File: src/rtl/rst_seq.sv
// rst_seq: supervises PLL lock and the clk_sys heartbeat, and issues the
// clk_sys reset request. All logic runs on clk_in.
//
// Ports:
//   clk_in       free-running board clock (only clock)
//   rst_n_inclk  asynchronous active-low reset
//   pll_locked   PLL lock flag (async, synchronized here)
//   clk_sys_hb   clk_sys heartbeat toggle (async, synchronized here)
//   rst_n_req    registered reset request, high only in RUN
//   state_o      WAIT_LOCK=0, SETTLE=1, RUN=2, FAULT=3
//   fault_cause  {hb timeout, lock loss}, latched on FAULT entry
//   fault_cnt    saturating count of FAULT entries
`timescale 1ns/1ps
module rst_seq #(
  parameter int LOCK_WAIT  = 1024,
  parameter int HB_TIMEOUT = 256,
  parameter int FAULT_HOLD = 64
) (
  input  logic       clk_in,
  input  logic       rst_n_inclk,
  input  logic       pll_locked,
  input  logic       clk_sys_hb,
  output logic       rst_n_req,
  output logic [1:0] state_o,
  output logic [1:0] fault_cause,
  output logic [7:0] fault_cnt
);

  localparam int LW_W = $clog2(LOCK_WAIT);
  localparam int HB_W = $clog2(HB_TIMEOUT);
  localparam int FH_W = $clog2(FAULT_HOLD);

  localparam logic [LW_W-1:0] LW_MAX =
    LW_W'(LOCK_WAIT - 1);
  localparam logic [HB_W-1:0] HB_MAX =
    HB_W'(HB_TIMEOUT - 1);
  localparam logic [FH_W-1:0] FH_MAX =
    FH_W'(FAULT_HOLD - 1);

  typedef enum logic [1:0] {
    WAIT_LOCK = 2'd0,
    SETTLE    = 2'd1,
    RUN       = 2'd2,
    FAULT     = 2'd3
  } state_t;

  state_t r_state;
  state_t w_nxt;

  logic            r_lock_s1;
  logic            r_lock_s;
  logic            r_hb_s1;
  logic            r_hb_s2;
  logic            r_hb_h;
  logic [1:0]      r_hb_fill;
  logic [HB_W-1:0] r_hb_cnt;
  logic            r_hb_seen;
  logic [LW_W-1:0] r_settle_cnt;
  logic [FH_W-1:0] r_hold_cnt;
  logic            r_rst_n_req;
  logic [1:0]      r_cause;
  logic [7:0]      r_fcnt;

  logic w_hb_edge;
  logic w_lock_loss;
  logic w_timeout;
  logic w_to_settle;
  logic w_to_fault;

  // Edges are ignored until the sync chain and history flop have all
  // been loaded once after reset, so the initial level of clk_sys_hb
  // is never mistaken for a toggle.
  assign w_hb_edge = (r_hb_s2 ^ r_hb_h)
                   & (r_hb_fill == 2'd3);

  assign w_lock_loss = ~r_lock_s;
  assign w_timeout   = (r_hb_cnt == HB_MAX)
                     & ~w_hb_edge;

  always_comb begin
    w_nxt = r_state;
    unique case (r_state)
      WAIT_LOCK: begin
        if (r_lock_s) w_nxt = SETTLE;
      end
      SETTLE: begin
        if (!r_lock_s)
          w_nxt = WAIT_LOCK;
        else if (r_settle_cnt == LW_MAX &&
                 (r_hb_seen || w_hb_edge))
          w_nxt = RUN;
      end
      RUN: begin
        if (w_lock_loss || w_timeout)
          w_nxt = FAULT;
      end
      FAULT: begin
        if (r_hold_cnt == FH_MAX)
          w_nxt = WAIT_LOCK;
      end
      default: w_nxt = WAIT_LOCK;
    endcase
  end

  assign w_to_settle = (r_state == WAIT_LOCK) &&
                       (w_nxt == SETTLE);
  assign w_to_fault  = (r_state == RUN) &&
                       (w_nxt == FAULT);

  always_ff @(posedge clk_in or negedge rst_n_inclk) begin
    if (!rst_n_inclk) begin
      r_lock_s1 <= 1'b0;
      r_lock_s  <= 1'b0;
      r_hb_s1   <= 1'b0;
      r_hb_s2   <= 1'b0;
      r_hb_h    <= 1'b0;
      r_hb_fill <= 2'd0;
    end else begin
      r_lock_s1 <= pll_locked;
      r_lock_s  <= r_lock_s1;
      r_hb_s1   <= clk_sys_hb;
      r_hb_s2   <= r_hb_s1;
      r_hb_h    <= r_hb_s2;
      if (r_hb_fill != 2'd3)
        r_hb_fill <= r_hb_fill + 2'd1;
    end
  end

  always_ff @(posedge clk_in or negedge rst_n_inclk) begin
    if (!rst_n_inclk) begin
      r_hb_cnt <= '0;
    end else if (w_hb_edge) begin
      r_hb_cnt <= '0;
    end else if (r_hb_cnt != HB_MAX) begin
      r_hb_cnt <= r_hb_cnt + 1'b1;
    end
  end

  always_ff @(posedge clk_in or negedge rst_n_inclk) begin
    if (!rst_n_inclk) begin
      r_state      <= WAIT_LOCK;
      r_rst_n_req  <= 1'b0;
      r_settle_cnt <= '0;
      r_hb_seen    <= 1'b0;
      r_hold_cnt   <= '0;
      r_cause      <= 2'b00;
      r_fcnt       <= 8'd0;
    end else begin
      r_state     <= w_nxt;
      r_rst_n_req <= (w_nxt == RUN);

      if (w_to_settle) begin
        r_settle_cnt <= '0;
        r_hb_seen    <= 1'b0;
      end else if (r_state == SETTLE) begin
        if (r_settle_cnt != LW_MAX)
          r_settle_cnt <= r_settle_cnt + 1'b1;
        if (w_hb_edge)
          r_hb_seen <= 1'b1;
      end

      if (w_to_fault) begin
        r_hold_cnt <= '0;
        r_cause    <= {w_timeout, w_lock_loss};
        if (r_fcnt != 8'hff)
          r_fcnt <= r_fcnt + 8'd1;
      end else if (r_state == FAULT &&
                   r_hold_cnt != FH_MAX) begin
        r_hold_cnt <= r_hold_cnt + 1'b1;
      end
    end
  end

  assign rst_n_req   = r_rst_n_req;
  assign state_o     = r_state;
  assign fault_cause = r_cause;
  assign fault_cnt   = r_fcnt;

endmodule
File: config.mk
export PLATFORM = sky130hd
export DESIGN_NAME = rst_seq
export DESIGN_NICKNAME = d
export VERILOG_FILES = /design/src/rtl/rst_seq.sv
export SDC_FILE = /design/constraint.sdc
export NUM_CORES = 1
export LEC_CHECK = 0
export CAP_MARGIN = 25
export CORE_MARGIN = 2
export CORE_UTILIZATION = 50
export CTS_BUF_LIST = sky130_fd_sc_hd__clkbuf_2 sky130_fd_sc_hd__clkbuf_4 sky130_fd_sc_hd__clkbuf_8
export DETAILED_ROUTE_END_ITERATION = 12
export PLACE_DENSITY = 0.79
export SLEW_MARGIN = 20
export SYNTH_ARGS = -nofsm -noshare
export SYNTH_HDL_FRONTEND = slang
export SYNTH_SLANG_ARGS = --single-unit
File: constraint.sdc
create_clock -name clk_in -period 3.4 [get_ports clk_in]
set_input_delay 1.02 -clock clk_in [delete_from_list [all_inputs] [get_ports clk_in]]
set_output_delay 1.02 -clock clk_in [all_outputs]
set_load 0.05 [all_outputs]
---- Yosys cells after proc, flatten, opt, wreduce, memory -nomap -nowiden ----
Cells that the tools add are included.
word-level totals
  bits in registers ....................... 45
  bits of input ports ..................... 4
  output and inout port bits .............. 13
  logic and storage cells ................. 70
cells by class
  $add $sub $neg .......................... 5
  equal/unequal tests ..................... 15
  multiplexer cells ....................... 16
  bitwise logic cells ..................... 5
  reduce and logical (&&, ||, !) cells .... 15
operator list
  kind                     number
  $mux W10                 3
  $add A8 B1 Y8 const B    2
  $mux W8                  2
  $ne A8 B8 Y1 const B     2
  $mux W6                  2
  $add A10 B1 Y10 const B  1
  $eq A10 B10 Y1 const B   1
  $eq A2 B2 Y1 const B     5
  $mux W2                  5
  $ne A10 B10 Y1 const B   1
  $reduce_bool A2 Y1       5
  $eq A8 B8 Y1 const B     1
  $pmux W2 S4              1
  $add A6 B1 Y6 const B    1
  $eq A6 B6 Y1 const B     1
  $ne A6 B6 Y1 const B     1
  $reduce_and A2 Y1        3
  $eq A2 B1 Y1 const B     2
  $logic_and A1 B1 Y1      4
  $mux W1                  3
  $add A2 B1 Y2 const B    1
  $and A1 B1 Y1            2
  $logic_not A2 Y1         1
  $logic_or A1 B1 Y1       2
  other kinds (3)          4

---- Depth between registers and ports, before layout ----
Gate-level depths: netlist of the first run.
  depth after elaboration ................. 11
  depth in mapped cells ................... 7

---- Worst setup path after synthesis of the first run ----
No wires, ideal clock.
  path kind ............................... reg2reg
  from .................................... reg r_fcnt[0], in the netlist fault_cnt[0]
  to ...................................... reg r_fcnt[1], in the netlist fault_cnt[1]
  setup time .............................. 0.125 ns
  data arrival time ....................... 1.898 ns
  required time ........................... 3.275 ns
  path slack .............................. 1.377 ns
  cell stages (with the launch flop) ...... 6
  period minus slack after synthesis ...... 2.023 ns
  cells stage by stage .................... dfrtp_1 -> ha_1 -> nand3_1 -> or3_1 -> o2111ai_4 -> mux2_2
between the ends
  cells in the longest elaborated chain, start to end .. 2
ends and longest elaborated chain
  element                                                                line  source
  start: declaration                                                     62    logic [7:0] r_fcnt;
  start signal: assignment                                               166   r_fcnt <= r_fcnt + 8'd1;
  parallel branches: the longest is 2 deep, another holds $add A8 B1 Y8  --
Parallel ways; which one is timed is not known.
A chain may end at the register's enable or synchronous reset.

---- Worst setup path in the final report of the first run ----
  from .................................... reg r_state[0], in the netlist state_o[0]
  to ...................................... out state_o[0]
RTL lines
  element                   line  source
  start: declaration        47    state_t r_state;
  start signal: assignment  149   r_state <= w_nxt;
  end: declaration          24    output logic [1:0] state_o,
No word-level cell between the ends.

==> run summary, run 1 <==
Async SR Flop Fraction - 100%
Count of cell types in the netlist - 42
R2R Setup Slk - 1.54 ns
Worst-Margin Slew - 0.511 ns
Worst Path Arrival - 1.79 ns
Mapped Nets - 214
Hold buffer count at cts - 0
Clock transition at the registers of the reported paths - 0.09 ns
CTS tree - built
Commonest cells in the synthesized netlist - dfrtp_1 (45), nor2_1 (27), nand3_1 (19), nand2_1 (17)
Vias in the first global route - 1,474
Crit path max-delay family - buffers and inverters
Tot GR Track Use - 16.3%
Chip width - 69.7 um
Status - completed
Yosys top cell area share - 52.2%
Crit path kind - flop to output pin
Pwr/cell area - 435 nW/um2
Synth Register Bits - 45
Seq/Total Area, Yosys - 52.2%
Die Y-Extent - 69.7 um
Inst Count DP - 267
Final Core Density - 60.9%
Endpoints failing hold - 0
Largest cells by area after synthesis - dfrtp_1 (52%), nor2_1 (4.7%), xor2_1 (4.5%)
Ys flop type - dfrtp_1
CP Cell Sequence - clkdlybuf4s50_1
Cells after Synth - 205
Setup Buffers After CTS - 0
Hold WS - 0.353 ns
Worst Skew - 0.0111 ns
YS warnings - 0
WHS Endpoint - r_hb_s2
Fin nets - 234
Port Buffers - 16
RR Endpoint - fault_cause[0]
Clock period minus worst slack - 2.81 ns
Initial antenna violation count - 0
Setup Viol. Count Final - 0
FF-to-FF path depth - 5
Grt ovf - 0
Worst Path Max Fanout - 12
Pre-CTS setup slack - 0.927 ns
Worst min-delay path category - flop to flop
Fin cells - 276
RSZ-0062 raised after global routing - false
I/O Pins - 17
Slew HR - 65.9%
Final worst setup slack - 0.594 ns
Peak VDD IR - 332 uV
Max Transition Viols Final - 0
Critical path launch point type - flop
Final wirelength - 3.66 mm
CTS Sinks - 45
Crit path launch - state_o[0]
Slowest CP cell - clkdlybuf4s50_1
Core ar. - 4090 um2
Initial Utilization - 52.8%
WL per Instance - 13.3 um
Part of the cycle the worst path needs - 82.5%
Synth Area per Inst - 10.5 um2
Largest stage delay, worst path - 0.89 ns
Placer congestion estimate - 0.839
Drt drc - 0
Total CTS buffers - 5
DR vias - 1,516
DRT antenna net count - 0
Post-synth EDFFs - 0
Pin count of the biggest net entering global routing - 46
# rows - 23
Cell depth of the worst hold path - 0
Ratio of cells with drive above 1 in the final layout - 10.6%
Detailed Route Iter0 Violations - 82
Worst reg2reg startpoint - r_hb_cnt[0]
Root buffer cell - clkbuf_8
Max-Cap Viols - 0
Count leader, synth - dfrtp_1
Critical hold path startpoint - r_hb_s1
Antenna diodes - 0
Fillers - 350
Area Overhead vs Synth - 15.3%
First-pass GRT wire length - 6.44 mm
CTS resizes - 0
Fmax - 356 MHz
TNS Setup - 0 ns
H-Tree Depth - 2
CTS max path bufs - 2
Routed vias/inst - 5.49
CP Buf/Inv Count - 1
Pre-antenna DRT Iters - 4
DIE AREA - 4860 um2
Critical path capture point type - output pin
Leakage - 1.10 nW
Leading area contributor after synthesis - dfrtp_1
Clock latency at the later pin of the worst-skew pair - 0.29 ns
Crit path required time - 2.38 ns
Cell Area, Synth - 2160 um2
DP HPWL - 2.58 mm
-- flip-flops by register name, summed over array words and instances (netlist names), 2 cells and up --
| name | cells |
|---|---|
| fault_cause | 2 |
| state_o | 2 |
| r_hb_fill | 2 |
| r_hb_cnt | 8 |
| r_settle_cnt | 10 |
| fault_cnt | 8 |
| r_hold_cnt | 6 |
-- final cells by class --
type	count	area [um2]	share of cell area, %
clock buffers	7	90.1	3.62
inverters	5	18.8	0.755
flip-flops and latches	45	1130	45.3
well taps	50	62.6	2.52
multi-input cells	151	985	39.6
repair buffers	17	175	7.04
clock inverters	1	30.0	1.21
-- cell usage in the layout (no fill, tap or decap), drive strengths merged, types with 2 or more instances in the layout --
cell           count
nand4              3
a21oi              4
o21ai             12
mux2i              2
a31oi              3
nand2             17
xor2              11
dfrtp             45
nor2              28
clkdlybuf4s50     15
nor3               8
or3                2
clkbuf             7
xnor2              7
o211ai             3
nor3b              2
and3               6
buf                2
inv                5
and2               2
nand3             20
mux2               3
ha                 5
-- power breakdown --
| part | switching, mW | total (mW) | internal, mW |
|---|---|---|---|
| registers | 0.0257 | 0.586 | 0.560 |
| clock network | 0.174 | 0.422 | 0.248 |
| logic | 0.0437 | 0.0754 | 0.0317 |
-- stage by stage --
stage	total power [mW]	cell area (um2)
2_1_floorplan	0.641	2160
3_3_place_gp	0.666	2350
3_5_place_dp	0.671	2350
4_1_cts	1.09	2470
5_1_grt	1.13	2490
6_report	1.08	2490
-- routing by layer --
layer	track usage [%]	share of wire (%)	vias to the layer above
li1	-	-	761
met1	21.6	50	731
met2	25.7	46	20
met3	5.23	2.9	4
met4	4.49	1.1	0
met5	0	0	-
-- how the worst max path moves through the flow --
stage	endpoint	cells after the start	slack, ns
finish	state_o[0]	1	0.59
global route	state_o[0]	1	0.56
CTS	state_o[0]	1	0.60
detailed placement	state_o[0]	1	0.93
global placement	state_o[0]	1	0.95
floorplan	fault_cnt[1]	5	1.38
-- logic make-up (layout without fill, tap and decap cells) --
kind of cell	after synthesis	in the layout	synth area share (%)
mux	5	5	2.49
fa+ha+maj	5	5	2.90
xor+xnor	18	18	7.31
flops	45	45	52.2
simple gates	94	94	23.3
compound gates	29	29	9.63
buf+inv	9	30	2.15
(Power assumes the default switching activity.)
==> run 2: changes to the inputs <==
==> constraint.sdc (replaced) <==
create_clock -name clk_in -period 2.9 [get_ports clk_in]
set_input_delay 0.87 -clock clk_in [delete_from_list [all_inputs] [get_ports clk_in]]
set_output_delay 0.87 -clock clk_in [all_outputs]
set_load 0.05 [all_outputs]
==> run 2 against run 1 <==
Net effect: wire length rose by 3.8%; sequential share of layout area is 0.44 points higher; non-clock buffer count increased by 1; combinational power increased by 19%; final area is 0.96% lower; via count increased by 0.26%; final cell count is 0.36% higher; core utilization decreased by 0.58 points.
==> run summary, run 2 (same netlist as run 1, synthesis figures left out) <==
Placer congestion estimate - 0.844 (+0.62%)
CP Buf/Inv Count - 1 (unchanged)
Grt ovf - 0 (unchanged)
Part of the cycle the worst path needs - 91.1%
Tot GR Track Use - 17.5% (+1.2 points)
Worst min-delay path category - primary input to asynchronous set/reset pin
DRT antenna net count - 0 (unchanged)
Port Buffers - 16 (unchanged)
Detailed Route Iter0 Violations - 78 (-4.9%)
Antenna diodes - 0 (unchanged)
Crit path max-delay family - buffers and inverters
Hold buffer count at cts - 0 (unchanged)
Post-Layout Inst Area - 2460 um2 (-0.96%)
Area Overhead vs Synth - 14.2%
RSZ-0062 raised after global routing - false
Drt drc - 0 (unchanged)
CP Cell Sequence - clkdlybuf4s50_1
CTS resizes - 0 (unchanged)
Endpoints failing hold - 0 (unchanged)
DIE AREA - 4860 um2 (unchanged)
First-pass GRT wire length - 6.70 mm (+4.1%)
I/O Pins - 17 (unchanged)
TNS Setup - 0 ns (unchanged)
Final worst setup slack - 0.258 ns (-0.336 ns)
Pre-CTS setup slack - 0.590 ns (-0.337 ns)
H-Tree Depth - 2 (unchanged)
Setup Buffers After CTS - 0 (unchanged)
DR vias - 1,520 (+0.26%)
Max-Cap Viols - 0 (unchanged)
Final wirelength - 3.80 mm (+3.8%)
Crit path kind - flop to output pin
Critical path capture point type - output pin
Status - completed
Worst Skew - 0.00789 ns (-0.00322 ns)
Largest stage delay, worst path - 0.88 ns (about the same)
Clock period minus worst slack - 2.64 ns
Peak VDD IR - 240 uV (-28%)
# rows - 23 (unchanged)
Clock transition at the registers of the reported paths - 0.08 ns (about the same)
Core ar. - 4090 um2 (unchanged)
Critical path launch point type - flop
Vias in the first global route - 1,464 (-0.68%)
CTS max path bufs - 2 (unchanged)
Setup Viol. Count Final - 0 (unchanged)
DP HPWL - 2.69 mm (+4.2%)
Commonest non-fill, non-tap cell in the layout - dfrtp_1
Root buffer cell - clkbuf_8
Pin count of the biggest net entering global routing - 25 (-46%)
Register name with the most flops - r_settle_cnt
Routed vias/inst - 5.49 (about the same)
Initial antenna violation count - 0 (unchanged)
Total power - 1.20 mW (+11%)
Worst Path Arrival - 1.77 ns (-0.02 ns)
Pre-antenna DRT Iters - 4 (unchanged)
Crit path launch - state_o[0]
Fmax - 378 MHz
Max FFs per register - 10 (unchanged)
CTS tree - built
Crit path required time - 2.03 ns (-0.35 ns)
Worst-Margin Slew - 0.516 ns (+0.00500 ns)
Most frequent cells in the layout - dfrtp_1 (45), nor2_1 (27), nand3_1 (19), nand2_1 (17), clkdlybuf4s50_1 (15)
Pwr/cell area - 487 nW/um2 (+12%)
Initial Utilization - 52.8% (unchanged)
Die Y-Extent - 69.7 um (unchanged)
Leakage - 1.10 nW (-0.67%)
Chip width - 69.7 um (unchanged)
Placed cell area - 2360 um2 (+0.64%)
Fin nets - 235 (+0.43%)
Worst reg2reg startpoint - r_hb_cnt[0]
Ratio of cells with drive above 1 in the final layout - 11.0% (+0.39 points)
Slew HR - 65.5% (-0.33 points)
Max Transition Viols Final - 0 (unchanged)
Worst Path Max Fanout - 12 (unchanged)
WL per Instance - 13.7 um (+3.5%)
Slowest CP cell - clkdlybuf4s50_1
CTS Sinks - 45 (unchanged)
Total CTS buffers - 5 (unchanged)
Clock latency at the later pin of the worst-skew pair - 0.30 ns (about the same)
[run 2: worst paths after layout]
path | to | slack (ns) | cells past startpoint
hold reg to reg | r_hb_s2 | 0.35 | 0
max in group asynchronous | r_hb_cnt[5] | 2.06 | 2
min in group clk_in | r_hb_s2 | 0.35 | 0
setup / recovery | state_o[0] | 0.26 | 1
setup reg to reg | fault_cause[0] | 1.04 | 5
hold / removal | r_settle_cnt[4] | 0.35 | 1
[run 2: metrics by stage]
| step | cells | hold slack [ns] | util [%] |
|---|---|---|---|
| 5_1_grt | 277 | 0.346 | 60.3 |
| 2_1_floorplan | 205 | 0.331 | - |
| 3_5_place_dp | 269 | 0.337 | 57.8 |
| 6_report | 277 | 0.352 | 60.3 |
| 4_1_cts | 277 | 0.347 | 60.3 |
| 3_3_place_gp | 269 | 0.332 | 57.8 |
[run 2: report_power, final]
group | internal [mW] | switching [mW]
clock | 0.215 | 0.209
combinational | 0.0361 | 0.0534
sequential | 0.656 | 0.0306
[run 2: cell type report]
class	instances	area (um2)
Inverter	5	18.8
Clock buffer	7	96.3
Timing Repair Buffer	18	170
Tap cell	50	62.6
Fill cell	356	1620
Sequential cell	45	1130
Clock inverter	1	5.00
Multi-Input combinational cell	151	985
[run 2: per-layer routing]
metal / GRT usage, % / routed length (um) / vias up / part of all wire, %
met5: 0 / 0 / - / 0
met4: 7.69 / 92 / 0 / 2.4
met3: 3.49 / 83 / 8 / 2.2
met2: 28.4 / 1780 / 14 / 47
met1: 22.7 / 1840 / 735 / 49
li1: - / - / 763 / -
==> run 3: changes to the inputs <==
--- a/config.mk
+++ b/config.mk
@@ -8,7 +8,7 @@
 export CAP_MARGIN = 25
 export CORE_MARGIN = 2
 export CORE_UTILIZATION = 50
-export CTS_BUF_LIST = sky130_fd_sc_hd__clkbuf_2 sky130_fd_sc_hd__clkbuf_4 sky130_fd_sc_hd__clkbuf_8
+export CTS_BUF_LIST = sky130_fd_sc_hd__clkbuf_4 sky130_fd_sc_hd__clkbuf_8 sky130_fd_sc_hd__clkbuf_16
 export DETAILED_ROUTE_END_ITERATION = 12
 export PLACE_DENSITY = 0.79
 export SLEW_MARGIN = 20
==> results of run 3 <==
No change in the layout: final DEF, timing and power equal those of run 2.
